`src/rtl/ochecker.sv`:
```
// Pattern-RAM checker: reads DEPTH entries, one every two cycles, and compares each
// against a 16-bit Fibonacci LFSR sequence that starts at SEED.
module ochecker #(
  parameter logic [15:0] SEED  = 16'hBEEF,
  parameter int unsigned DEPTH = 32
) (
  input  logic        clk,
  input  logic        rst,
  input  logic        start,
  output logic        rd_en,
  output logic [4:0]  rd_addr,
  input  logic [15:0] rd_data,
  output logic        busy,
  output logic        done,
  output logic        pass,
  output logic [5:0]  err_count,
  output logic [4:0]  first_err_addr
);

  typedef enum logic [1:0] {StIdle, StReq, StCmp, StDone} state_e;

  localparam logic [4:0] LastAddr = 5'(DEPTH - 1);

  state_e      state_q;
  logic [4:0]  addr_q;
  logic [15:0] lfsr_q;
  logic        rd_en_q;
  logic [4:0]  rd_addr_q;
  logic        busy_q;
  logic        done_q;
  logic        pass_q;
  logic [5:0]  err_count_q;
  logic [4:0]  first_err_addr_q;

  function automatic logic [15:0] lfsr_step(input logic [15:0] s);
    return {s[14:0], s[15] ^ s[13] ^ s[12] ^ s[10]};
  endfunction

  always_ff @(posedge clk) begin
    if (rst) begin
      state_q          <= StIdle;
      addr_q           <= '0;
      lfsr_q           <= SEED;
      rd_en_q          <= 1'b0;
      rd_addr_q        <= '0;
      busy_q           <= 1'b0;
      done_q           <= 1'b0;
      pass_q           <= 1'b0;
      err_count_q      <= '0;
      first_err_addr_q <= '0;
    end else begin
      rd_en_q <= 1'b0;
      done_q  <= 1'b0;
      unique case (state_q)
        StIdle: begin
          if (start) begin
            lfsr_q           <= SEED;
            addr_q           <= '0;
            err_count_q      <= '0;
            first_err_addr_q <= '0;
            pass_q           <= 1'b0;
            rd_en_q          <= 1'b1;
            rd_addr_q        <= '0;
            busy_q           <= 1'b1;
            state_q          <= StReq;
          end
        end
        StReq: state_q <= StCmp;
        StCmp: begin
          if (rd_data != lfsr_q) begin
            err_count_q <= err_count_q + 6'd1;
            if (err_count_q == '0) first_err_addr_q <= addr_q;
          end
          lfsr_q <= lfsr_step(lfsr_q);
          if (addr_q == LastAddr) begin
            addr_q  <= '0;
            done_q  <= 1'b1;
            state_q <= StDone;
          end else begin
            addr_q    <= addr_q + 5'd1;
            rd_addr_q <= addr_q + 5'd1;
            rd_en_q   <= 1'b1;
            state_q   <= StReq;
          end
        end
        StDone: begin
          // err_count is final here: the last compare landed on the edge into DONE
          pass_q  <= (err_count_q == '0);
          busy_q  <= 1'b0;
          state_q <= StIdle;
        end
        default: state_q <= StIdle;
      endcase
    end
  end

  assign rd_en          = rd_en_q;
  assign rd_addr        = rd_addr_q;
  assign busy           = busy_q;
  assign done           = done_q;
  assign pass           = pass_q;
  assign err_count      = err_count_q;
  assign first_err_addr = first_err_addr_q;

endmodule
```
`config.mk`:
```
export PLATFORM = sky130hd
export DESIGN_NAME = ochecker
export DESIGN_NICKNAME = d
export VERILOG_FILES = /design/src/rtl/ochecker.sv
export SDC_FILE = /design/constraint.sdc
export NUM_CORES = 1
export LEC_CHECK = 0
export BUFFER_PORTS_ARGS = -buffer_cell sky130_fd_sc_hd__buf_2
export CAP_MARGIN = 20
export CORE_ASPECT_RATIO = 1.75
export CORE_MARGIN = 1.5
export CORE_UTILIZATION = 44
export CTS_CLUSTER_SIZE = 10
export DETAILED_ROUTE_END_ITERATION = 8
export GPL_TIMING_DRIVEN = 0
export HOLD_SLACK_MARGIN = 0.06
export PLACE_DENSITY = 0.66
export SLEW_MARGIN = 20
export SYNTH_ARGS = -nofsm -noshare
export SYNTH_HDL_FRONTEND = slang
export SYNTH_SLANG_ARGS = --single-unit
```
`constraint.sdc`:
```
create_clock -name clk -period 2.21 [get_ports clk]
set_input_delay 0.221 -clock clk [delete_from_list [all_inputs] [get_ports clk]]
set_output_delay 0.221 -clock clk [all_outputs]
set_load 0.02 [all_outputs]
```
==> flow_summary.ini <==
[sta]
period_share_pct = 85.0
fin_skew_ns = 0.00922
fin_tns_setup_ns = 0
tightest_slew_ns = 0.539
finalSetupViolCount = 0
max_freq_mhz = 532
relSlewSlack_pct = 64.0
post-route-min-period_ns = 1.88
final_max_slew_viol_count = 0
final_hold_viol_count = 0
rsz0062_at_grt = no

[logic_synthesis]
syn_avg_cell_area_sq_um = 8.59
synthesis.nets = 246
ys_ff_latch = 43
synth-seq-area-share_pct = 44.9
ys_types = 33
synth_edf_count = 0
syn_inst = 223
synth_area_sq_um = 1920
yosys_warnings = 0
synth_flop_cell = dfxtp_1
async_flop_share_pct = 0

[drt]
drc = 0
drtIter0Drc = 29
detail-route-antenna-nets = 0
wl_per_cell_um = 13.9
vias_per_cell = 5.27
dr_total_vias = 1672
drt-total-wl_um = 4390
first_pass_iters = 4

[cts]
post_cts_resized = 0
clock-sinks = 43
worst_skew_pair.late_latency_ns = 0.30
cts_made_buffers = 5
cts_setup_buffers = 0
cts_max_level = 2
clkTransAtPathRegs_ns = 0.08
cts_max_path_buffers = 2
cts-root-buf = clkbuf_8
cts_hold_buf = 0
tritoncts = done

[setup_path]
crit_type = flop to flop
path_buf_inv = 1
r2r_end = first_err_addr[3]$_SDFFE_PP0P_
critPathTopFamily = simple AND/OR/NAND/NOR gates
cp-start-kind = flop
end_kind = flop
r2r_setup_slack_ns = 0.33
cp_max_fo = 10
r2r-start = lfsr_q[4]$_SDFFE_PP0P_
worstPathCellList = xnor2_1, nand4_1, nor4_1, a31o_4, buf_4, o21ai_0, a21oi_1
reg2regPathDepth = 7
crit_slowest_cell = nor4_1
slowest_delay_ns = 0.43
cp.required_ns = 2.44
arrival_ns = 2.11

[pwr]
power_density_nw_per_um2 = 639
power.total_mw = 1.44
ir_drop_v = 0.000442
power_leakage_nw = 0.860

[min_path]
hold_path_end = lfsr_q[1]$_SDFFE_PP1P_
min_path_cells = 2
hold_start = rst
hold_class = input port to flop

[floorplan]
core_area_sq_um = 4150
die_area_sq_um = 4770
num_rows = 31
die_y_um = 90.3
start_util_pct = 46.2
num_io_pins = 39
fp.dieW_um = 52.9

[layout]
final_cell_mix = 43 x dfxtp_1, 37 x buf_2, 25 x nand2_1
antenna_cells = 0
drive_gt1_share_pct = 17.9
nets = 290
synthToLayoutAreaGrowth_pct = 17.3
mostFrequentLayoutCell = dfxtp_1

[global_route]
grtUsageTotal_pct = 20.4
grt_pass1_vias = 1564
antenna_found_initial = 0
grt_max_degree = 14
grt_pass1_wl_um = 7310
overflow = 0

[placement]
gp_congestion = 0.803
port_buffers = 37
place_hpwl_um = 3210

[status]
status = finished clean

[run]
drv_cap = 0
## cells by family (layout without fill, tap and decap cells)
group	Yosys count	count (layout)	synth area share [%]
compound gates	48	48	14.6
xor+xnor	21	21	9.60
fa+ha+maj	4	4	2.61
buf+inv	15	60	3.53
flops	43	43	44.9
simple gates	92	92	24.7
## state kept, by name, indices dropped and copies added (netlist names)
register and flops:
done 1, rd_en 1, busy 1, first_err_addr 5
err_count 6, lfsr_q 16, pass 1, rd_addr 5
addr_q 5, state_q 2
## synth_stat cells (all sizes together) (5+ instances only)
cell,instances,area (sq um)
xnor2,16,140
nand2,25,93.8
a21oi,21,105
xor2,5,43.8
or3,7,43.8
clkbuf,10,37.5
dfxtp,43,861
nand3,6,30.0
o21ai,7,35.0
nand2b,13,81.3
nor2,17,63.8
o22ai,13,81.3
## per-stage QoR
step           instances  setup WS [ns]  util (%)  hold slack, ns  instance area [sq um]
2_1_floorplan        223          0.609         -           0.454                   1920
3_3_place_gp         309          0.362      52.1           0.442                   2160
3_5_place_dp         309          0.337      52.1           0.453                   2160
4_1_cts              317          0.318      54.1           0.265                   2250
5_1_grt              317          0.167      54.1           0.290                   2250
6_report             317          0.332      54.1           0.277                   2250
## routing by layer
layer | routed length [um] | GRT usage, %
met5 | 0 | 0
met4 | 133 | 10.5
met3 | 154 | 4.30
met2 | 2270 | 32.6
met1 | 1830 | 24.9
## how the worst max path moves through the flow
stage / from / to / slack (ns) / cells after the start
2_1_floorplan: lfsr_q[10]$_SDFFE_PP1P_ / err_count[2]$_SDFFE_PP0P_ / 0.61 / 7
3_3_place_gp: lfsr_q[4]$_SDFFE_PP0P_ / first_err_addr[3]$_SDFFE_PP0P_ / 0.36 / 7
3_5_place_dp: lfsr_q[4]$_SDFFE_PP0P_ / first_err_addr[3]$_SDFFE_PP0P_ / 0.34 / 7
4_1_cts: lfsr_q[4]$_SDFFE_PP0P_ / first_err_addr[3]$_SDFFE_PP0P_ / 0.32 / 7
5_1_grt: lfsr_q[4]$_SDFFE_PP0P_ / first_err_addr[3]$_SDFFE_PP0P_ / 0.17 / 7
6_report: lfsr_q[4]$_SDFFE_PP0P_ / first_err_addr[3]$_SDFFE_PP0P_ / 0.33 / 7
## report_power, final
| group | switching, mW | internal, mW |
|---|---|---|
| combinational | 0.0821 | 0.0566 |
| sequential | 0.0130 | 0.787 |
| clock | 0.275 | 0.221 |
| total | 0.370 | 1.06 |
## area by class of cell
type                       count  area, sq um
clock buffer                   6         72.6
tap                           49         61.3
buffer                        12         56.3
inverter                       3         11.3
fill                         419         1900
timing repair buffer          37          185
sequential                    43          861
clock inverter                 2         12.5
multi-input combinational    165          987
## worst reg2reg max path: cells and delay by family, from the launching register on
family	cells	cell delay (ns)
AO/OA/AOI/OAI	3	0.52
XOR/XNOR	1	0.22
buffers and inverters	1	0.17
flip-flops	1	0.35
AND/OR/NAND/NOR	2	0.55
Note: power is estimated with default switching activity, not from simulation.
